**src/rtl/wb_pkg.sv**
```systemverilog
// Shared widths and the buffered-writeback entry type for the regfile write buffer.
package wb_pkg;

   localparam int WB_AW = 5;
   localparam int WB_DW = 32;

   typedef struct packed {
      logic [WB_AW-1:0] addr;
      logic [WB_DW-1:0] data;
   } wb_entry_t;

endpackage

```
**src/rtl/wb_fifo.sv**
```systemverilog
// Circular buffer of pending long-latency writebacks; every slot and its valid bit
// are visible so the parent can do CAM-style register lookups.
module wb_fifo
   import wb_pkg::*;
#(
   parameter int DEPTH = 4
) (
   input  logic                     clk,
   input  logic                     rst,
   input  logic                     push,
   input  wb_entry_t                push_entry,
   input  logic                     pop,
   output wb_entry_t                entries [DEPTH],
   output logic [DEPTH-1:0]         valid,
   output logic [$clog2(DEPTH)-1:0] rd_ptr,
   output logic [$clog2(DEPTH):0]   count,
   output logic                     full
);

   localparam int PW = $clog2(DEPTH);

   logic [PW-1:0] wr_ptr;

   assign full = (count == (PW + 1)'(DEPTH));

   // NOTE: sequential state uses non-blocking assignments so every register samples pre-edge values.
   always_ff @(posedge clk or posedge rst) begin
      if (rst) begin
         wr_ptr <= '0;
         rd_ptr <= '0;
         count  <= '0;
         valid  <= '0;
      end else begin
         if (pop) begin
            valid[rd_ptr] <= 1'b0;
            rd_ptr        <= rd_ptr + PW'(1);
         end
         if (push) begin
            valid[wr_ptr] <= 1'b1;
            wr_ptr        <= wr_ptr + PW'(1);
         end
         case ({push, pop})
            2'b10:   count <= count + 1'b1;
            2'b01:   count <= count - 1'b1;
            default: count <= count;
         endcase
      end
   end

   // NOTE: the storage array is not reset; the valid vector alone decides what is live.
   always_ff @(posedge clk) begin
      if (push) entries[wr_ptr] <= push_entry;
   end

endmodule

```
**src/rtl/wb_write_buffer.sv**
```systemverilog
// Owns the regfile write port: main-pipeline writes win, long-latency results queue in wb_fifo.
// Optional macro WB_BYPASS_EN enables newest-entry forwarding on rs1_fwd/rs2_fwd.
module wb_write_buffer
   import wb_pkg::*;
#(
   parameter int DEPTH      = 4,
   parameter int STARVE_MAX = 8
) (
   input  logic                   clk,
   input  logic                   rst,
   input  logic                   pipe_we,
   input  logic [WB_AW-1:0]       pipe_addr,
   input  logic [WB_DW-1:0]       pipe_data,
   input  logic                   lu_valid,
   output logic                   lu_ready,
   input  logic [WB_AW-1:0]       lu_addr,
   input  logic [WB_DW-1:0]       lu_data,
   output logic                   RegWrite,
   output logic [WB_AW-1:0]       Wt_addr,
   output logic [WB_DW-1:0]       Wt_data,
   input  logic [WB_AW-1:0]       rs1_addr,
   input  logic [WB_AW-1:0]       rs2_addr,
   input  logic [WB_AW-1:0]       rd_addr,
   output logic                   rs1_busy,
   output logic                   rs2_busy,
   output logic                   rd_busy,
   output logic [WB_DW:0]         rs1_fwd,
   output logic [WB_DW:0]         rs2_fwd,
   output logic                   stall_req,
   output logic [$clog2(DEPTH):0] count
);

   localparam int PW = $clog2(DEPTH);
   localparam int SW = $clog2(STARVE_MAX + 1);

   wb_entry_t        entries [DEPTH];
   wb_entry_t        head;
   logic [DEPTH-1:0] valid;
   logic [PW-1:0]    rd_ptr;
   logic             full;
   logic             pw, push, pop, starved;
   logic [SW-1:0]    starve_cnt;

   assign lu_ready = !full;
   // Writes to x0 complete the handshake but never occupy a slot.
   assign push     = lu_valid && lu_ready && (lu_addr != '0);
   assign pw       = pipe_we && (pipe_addr != '0) && !stall_req;
   assign pop      = !pw && (count != '0);
   assign starved  = pw && (count != '0);
   assign head     = entries[rd_ptr];

   wb_fifo #(.DEPTH(DEPTH)) u_fifo (
      .clk        (clk),
      .rst        (rst),
      .push       (push),
      .push_entry ('{addr: lu_addr, data: lu_data}),
      .pop        (pop),
      .entries    (entries),
      .valid      (valid),
      .rd_ptr     (rd_ptr),
      .count      (count),
      .full       (full)
   );

   // NOTE: every output of a combinational block gets a default first, so no latch is inferred.
   always_comb begin
      RegWrite = 1'b0;
      Wt_addr  = '0;
      Wt_data  = '0;
      if (pw) begin
         RegWrite = 1'b1;
         Wt_addr  = pipe_addr;
         Wt_data  = pipe_data;
      end else if (count != '0) begin
         RegWrite = 1'b1;
         Wt_addr  = head.addr;
         Wt_data  = head.data;
      end
   end

   always_comb begin
      rs1_busy = 1'b0;
      rs2_busy = 1'b0;
      rd_busy  = 1'b0;
      for (int i = 0; i < DEPTH; i++) begin
         if (valid[i] && rs1_addr != '0 && entries[i].addr == rs1_addr) rs1_busy = 1'b1;
         if (valid[i] && rs2_addr != '0 && entries[i].addr == rs2_addr) rs2_busy = 1'b1;
         if (valid[i] && rd_addr  != '0 && entries[i].addr == rd_addr)  rd_busy  = 1'b1;
      end
   end

`ifdef WB_BYPASS_EN
   // Walk oldest to newest so the last match, the youngest value, wins.
   always_comb begin
      logic [PW-1:0] idx;
      rs1_fwd = '0;
      rs2_fwd = '0;
      idx     = rd_ptr;
      for (int k = 0; k < DEPTH; k++) begin
         idx = rd_ptr + PW'(k);
         if (valid[idx] && rs1_addr != '0 && entries[idx].addr == rs1_addr)
            rs1_fwd = {1'b1, entries[idx].data};
         if (valid[idx] && rs2_addr != '0 && entries[idx].addr == rs2_addr)
            rs2_fwd = {1'b1, entries[idx].data};
      end
   end
`else
   assign rs1_fwd = '0;
   assign rs2_fwd = '0;
`endif

   // stall_req lasts exactly one cycle: the blocked pipe slot always drains the head.
   always_ff @(posedge clk or posedge rst) begin
      if (rst) begin
         starve_cnt <= '0;
         stall_req  <= 1'b0;
      end else begin
         starve_cnt <= starved ? starve_cnt + SW'(1) : '0;
         if (stall_req)
            stall_req <= 1'b0;
         else if (starved && starve_cnt == SW'(STARVE_MAX - 1))
            stall_req <= 1'b1;
      end
   end

   always_ff @(posedge clk) begin
      assert (rst || !(pipe_we && stall_req))
         else $error("wb_write_buffer: pipe_we asserted while stall_req is high");
   end

endmodule

```
**config.mk**
```make
export PLATFORM = sky130hd
export DESIGN_NAME = wb_write_buffer
export DESIGN_NICKNAME = d
export VERILOG_FILES = /design/src/rtl/wb_pkg.sv /design/src/rtl/wb_fifo.sv /design/src/rtl/wb_write_buffer.sv
export SDC_FILE = /design/constraint.sdc
export NUM_CORES = 1
export LEC_CHECK = 0
export CELL_PAD_IN_SITES_DETAIL_PLACEMENT = 0
export CELL_PAD_IN_SITES_GLOBAL_PLACEMENT = 1
export CORE_MARGIN = 1.5
export CORE_UTILIZATION = 40
export CTS_CLUSTER_DIAMETER = 100
export DETAILED_ROUTE_END_ITERATION = 6
export PLACE_DENSITY = 0.85
export SYNTH_ARGS = -nofsm -noshare
export SYNTH_HDL_FRONTEND = slang
export SYNTH_SLANG_ARGS = --single-unit
```
**constraint.sdc**
```tcl
create_clock -name clk -period 3.4 [get_ports clk]
set_clock_uncertainty 0.15 [all_clocks]
set_input_delay 0.68 -clock clk [delete_from_list [all_inputs] [get_ports clk]]
set_output_delay 0.68 -clock clk [all_outputs]
set_load 0.05 [all_outputs]
```
After elaboration in Yosys (flattened, before gate mapping)
Cells that the tools add are included. Widths: inputs -> output; s select.

Register bits after elaboration: 164. Latch bits: 0. Memory bits (writable): 0. ROM bits: 0. Input bits: 93. Output and inout bits: 112. Logic and storage cells: 125. Memories: 0.

Add/subtract/negate cells: 5. $mul: 0. Div/mod/pow operators: 0. Magnitude comparators: 7. Equality and inequality tests: 16. Shift operators: 0. Muxes and demuxes: 34. Bitwise gates (word level): 5. Reduce and logical (&&, ||, !) cells: 44.

Operator list (number): $bwmux 148 (1); $mux 37 (3); $bmux 37 s2 (1); $demux 37 s2 (1); $mux 32 (2); $eq 5x5->1 (12); $logic_and 1x1->1 (34); $reduce_bool 5->1 (5); $mux 1 (18); $mux 4 (3); $mux 5 (2); $ge 3x3->1 const B (2); $lt 2x3->1 const B (2); $not 2->3 (2); $pmux 3 s2 (1); $add 2x1->2 const B (2); $add 4x1->4 const B (1); $and 4x4->4 (1); $demux 1 s2 (2); $eq 4x3->1 const B (1); $ge 2x1->1 const B (2); $not 4->4 (1); $or 4x4->4 (1); $add 3x1->3 const B (1); other kinds (8) (10).

Logic depth before layout (Yosys ltp)
Depth in word-level cells: 9. Depth in mapped cells: 12. Depth with buffers taken out: 11.

By module
A second synthesis with hierarchy kept.

Cells, all modules: 491. Area, all modules: 7833.8 um^2.

Modules (own cells, without submodules): wb_fifo (instances 1, cells an instance 199, area each 5028.6 um^2, seq. area each 4719.5 um^2); wb_write_buffer (instances 1, cells an instance 292, area each 2805.2 um^2, seq. area each 125.1 um^2).

Worst setup path before layout
No wires, ideal clock.

Path kind: reg2reg. Start: register u_fifo.count[1]. End: register, netlist name u_fifo.entries[100]. Library setup time: 398 ps. Data arrival time: 2763 ps. Required time: 2852 ps. Slack: 89 ps. Stages on the path, launching flop included: 7. Buffers on the path: 1. Clock period less this slack: 3311 ps. Path through: dfrtp_1 -> inv_1 -> nand3_1 -> nand2_1 -> a21oi_1 -> clkbuf_1 -> and2_1.

Longest elaborated chain between the ends: 4.

RTL lines: start, declared (line wb_fifo.sv:16) `output logic [$clog2(DEPTH):0] count,`; start signal, assigned (line wb_fifo.sv:43) `2'b10: count <= count + 1'b1;`; start signal, assigned (line wb_fifo.sv:44) `2'b01: count <= count - 1'b1;`; start signal, assigned (line wb_fifo.sv:45) `default: count <= count;`; $eq 3x3->1 (line wb_fifo.sv:24) `assign full = (count == (PW + 1)'(DEPTH));`; $logic_not 1->1 (line wb_write_buffer.sv:44) `assign lu_ready = !full;`; named net lu_ready (line wb_write_buffer.sv:15) `output logic lu_ready,`; $logic_and 1x1->1 (2 in series) (line wb_write_buffer.sv:46) `assign push = lu_valid && lu_ready && (lu_addr != '0);`.

The timed path passes the listed nets, and every way through them passes these cells. A chain may end at the register's enable or synchronous reset.

Worst setup path in the final report
Start: input pipe_addr[3]. End: output Wt_data[0].

Longest elaborated chain between the ends: 4.

RTL lines: start, declared (line wb_write_buffer.sv:12) `input logic [WB_AW-1:0] pipe_addr,`; $reduce_bool 5->1 (line wb_write_buffer.sv:47) `assign pw = pipe_we && (pipe_addr != '0) && !stall_req;`; $logic_and 1x1->1 (2 in series) (line wb_write_buffer.sv:47); $mux 32 (line wb_write_buffer.sv:70) `if (pw) begin`; end, declared (line wb_write_buffer.sv:20) `output logic [WB_DW-1:0] Wt_data,`.

Every way passes these cells.

==> impl_results.md <==
* # rows at 51
* Remaining DRCs at 0
* EDFF count, synth at 148
* Routed len/inst at 19.8 um
* Tightest Pin Transition at 0.645 ns
* Top_reg_cell synth: edfxtp_1
* Initial core utilization at 40.6%
* Total track usage at 18.8%
* Final Cell Area at 10,600 um2
* Die area at 20,500 um2
* Largest net degree at the start of global routing at 41
* Router iterations before antenna repair at 4
* I/O Buffers at 138
* Num CTS Buffers at 17
* Async SR Flop Fraction at 9.76%
* Mux contribution to synthesized area at 10.9%
* Pleak at 0.00391 uW
* Initial drt markers at 233
* CTS Sinks at 164
* Clock root buffer master: clkbuf_16
* Synth Area in Adders at 1.85%
* Max cap viols at 0
* Worst vdd ir at 0.420 mV
* Vias in the first global route at 4,897
* Antenna Diode Count at 0
* Area grow syn2layout at 34.7%
* Antenna violations before repair at 0
* Post-Syn Instances at 494
* Mapped Area at 7860 um2
* Rel. slew slack at 57.0%
* Setup CP Type: primary input to primary output
* Period utilisation layout at 99.0%
* PwrDens at 814 nW/um2
* DIE HEIGHT at 143 um
* Worst min path class: flop to flop
* Status: complete, no violations
* Max Clock Freq at 297 MHz
* Average size of a mapped cell at 15.9 um2
* I/O pin cnt at 205
* First-pass GRT wire length at 27,700 um
* Final setup vio count at 0
* Post-route antenna net violation count at 0
* Post-DP HPWL at 12,000 um
* Cell mode on critical path: buf_12
* Clock tree from TritonCTS: done
* Post-Synth XOR/XNOR Area at 7.47%
* Clk Latency, worst-skew pair at 0.42 ns
* Arrival time worst endpoint at 2.54 ns
* Placed Area at 9810 um2
* Synthesized flop and latch total at 164
* Drt total wl at 18,200 um
* Total number of vias at 4,621
* RePlAce Congestion at 0.898
* Crit-path max cell delay at 0.52 ns
* Simple-Gate Fraction of Synth Area at 4.19%
* Synth Area in Compound Gates at 5.10%
* Fin. Hold Viols at 0
* Slowest CP cell: or4_1
* Core ar. at 19,300 um2
* Clock-pin slew on the worst setup and hold paths at 0.06 ns
* Worst Path Required at 2.57 ns
* GR Overflow Total at 0
* Avg Vias per Cell at 5.02
* Nets at 746
* H-tree depth at 4
* Die width at 143 um
* Distinct cell type count after synthesis at 34
* Minimum clock period after layout at 3.37 ns
* Fraction of layout cells with a size suffix above 1 at 22.0%
* Largest family of logic cells by synthesized area: multiplexers
* Crit Path Max Fanout at 4
* Worst-path cell chain: dlygate4sd2_1 > or4_1 > o21a_4 > nor2_8 > buf_12 > bufbuf_16 > a22o_1 > buf_12
* Startpoint Class: primary input
* Sequential area share after synthesis at 61.7%
* Ys Warns at 0
* Tot Pwr at 8610 uW
* Slew Viols, Final at 0
* Clk buf depth at 2
* RSZ-0062 raised after global routing: true
* Crit. End Element: primary output
==> stage by stage <==
step           util [%]  worst slack (ns)  setup TNS, ns  cells  hold WS, ns
6_report           54.7            0.0346              0    920        0.321
5_1_grt            54.7           -0.0274        -0.0760    920        0.343
4_1_cts            54.7            0.0373              0    920        0.319
3_5_place_dp       50.7           -0.0491         -0.345    880        0.311
3_3_place_gp       50.7           -0.0270         -0.175    880        0.288
2_1_floorplan         -            0.0893              0    559        0.277
==> worst max-delay path: cells and delay by family <==
family	cells	cell delay, ns
buffers and inverters	4	0.78
AO/OA/AOI/OAI	2	0.42
AND/OR/NAND/NOR	2	0.64
==> kinds of logic (layout without fill, tap and decap cells) <==
family	Yosys count	after routing
adder cells (fa/ha/maj)	11	11
XOR/XNOR	67	67
buffers and inverters	107	203
AND/OR/NAND/NOR	58	58
multiplexers	39	39
AO/OA/AOI/OAI	47	47
other	1	66
flip-flops	164	164
==> where the power goes <==
| part | internal, uW | switching, uW |
|---|---|---|
| sequential | 2670 | 228 |
| clock | 1100 | 782 |
| combinational | 1780 | 2050 |
| total | 5550 | 3060 |
==> state kept, by name, summed over array words and instances (netlist names) <==
signal	count
u_fifo.entries	148
starve_cnt	4
stall_req	1
u_fifo.count	3
u_fifo.rd_ptr	2
u_fifo.valid	4
u_fifo.wr_ptr	2
==> layout make-up <==
cell class	instances	area [um2]
Timing Repair Buffer	162	2180
Fill cell	1519	8760
Clock buffer	19	433
Tap cell	265	332
Sequential cell	164	4850
Clock inverter	13	151
Multi-Input combinational cell	288	2600
Inverter	9	33.8
==> cell usage in the layout, fill, tap and decap left out, types with 5 or more instances in the layout <==
master | Yosys | routed
ha_1 | 10 | 10
nand2_1 | 8 | 8
clkdlybuf4s50_1 | 0 | 93
buf_4 | 70 | 9
dfrtp_1 | 16 | 14
a22o_1 | 41 | 38
buf_12 | 0 | 52
xnor2_1 | 16 | 16
xor2_1 | 51 | 51
clkbuf_16 | 0 | 17
inv_1 | 9 | 9
nand3_1 | 14 | 14
nor4_1 | 13 | 13
mux4_2 | 37 | 37
nor2_1 | 5 | 5
edfxtp_1 | 148 | 148
conb_1 | 1 | 66
==> cell usage after synthesis (all sizes together), types with 2 or more instances <==
cell | number | area (um2)
o21a | 4 | 31.3
a22o | 41 | 359
dfrtp | 16 | 400
nor3 | 2 | 10.0
inv | 9 | 33.8
or4 | 4 | 30.0
nand3 | 14 | 70.1
and2 | 4 | 25.0
xnor2 | 16 | 140
xor2 | 51 | 447
nand2 | 8 | 30.0
edfxtp | 148 | 4440
nand4 | 3 | 18.8
clkbuf | 20 | 75.1
ha | 10 | 125
buf | 78 | 583
nor4 | 13 | 81.3
nor2 | 6 | 38.8
mux4 | 37 | 833
==> layer usage <==
layer / share of wire (%) / vias to the layer above / global-route usage, % / wire [um]
li1: - / 2052 / - / -
met1: 41 / 2322 / 23.3 / 7560
met2: 50 / 224 / 31.9 / 9150
met3: 6.8 / 23 / 5.03 / 1250
met4: 1.5 / 0 / 6.29 / 268
met5: 0 / - / 0 / 0
==> repair_timing <==
item / 4_1_cts / 5_1_grt
hold buffers: 0 / 0
endpoints found under the setup margin: 37 / 3
buffers inserted: 5 / 0
cloned: 3 / 0
resized for setup: 11 / 0
pin swaps: 1 / 0
==> final timing paths <==
check                                            startpoint                      endpoint  slack (ns)  cells after the start
min in group asynchronous                               rst   u_fifo.count[0]$_DFFE_PP0P_        0.50                      2
worst min-delay path                starve_cnt[0]$_DFF_PP0_       starve_cnt[0]$_DFF_PP0_        0.32                      1
worst max-delay path                           pipe_addr[3]                    Wt_data[0]        0.03                      8
worst min register to register      starve_cnt[0]$_DFF_PP0_       starve_cnt[0]$_DFF_PP0_        0.32                      1
max in group asynchronous                               rst  u_fifo.rd_ptr[0]$_DFFE_PP0N_        2.17                      2
worst max register to register  u_fifo.count[0]$_DFFE_PP0P_  u_fifo.entries[28]$_DFFE_PP_        0.99                      7
Power figures use the tool's default switching activity.
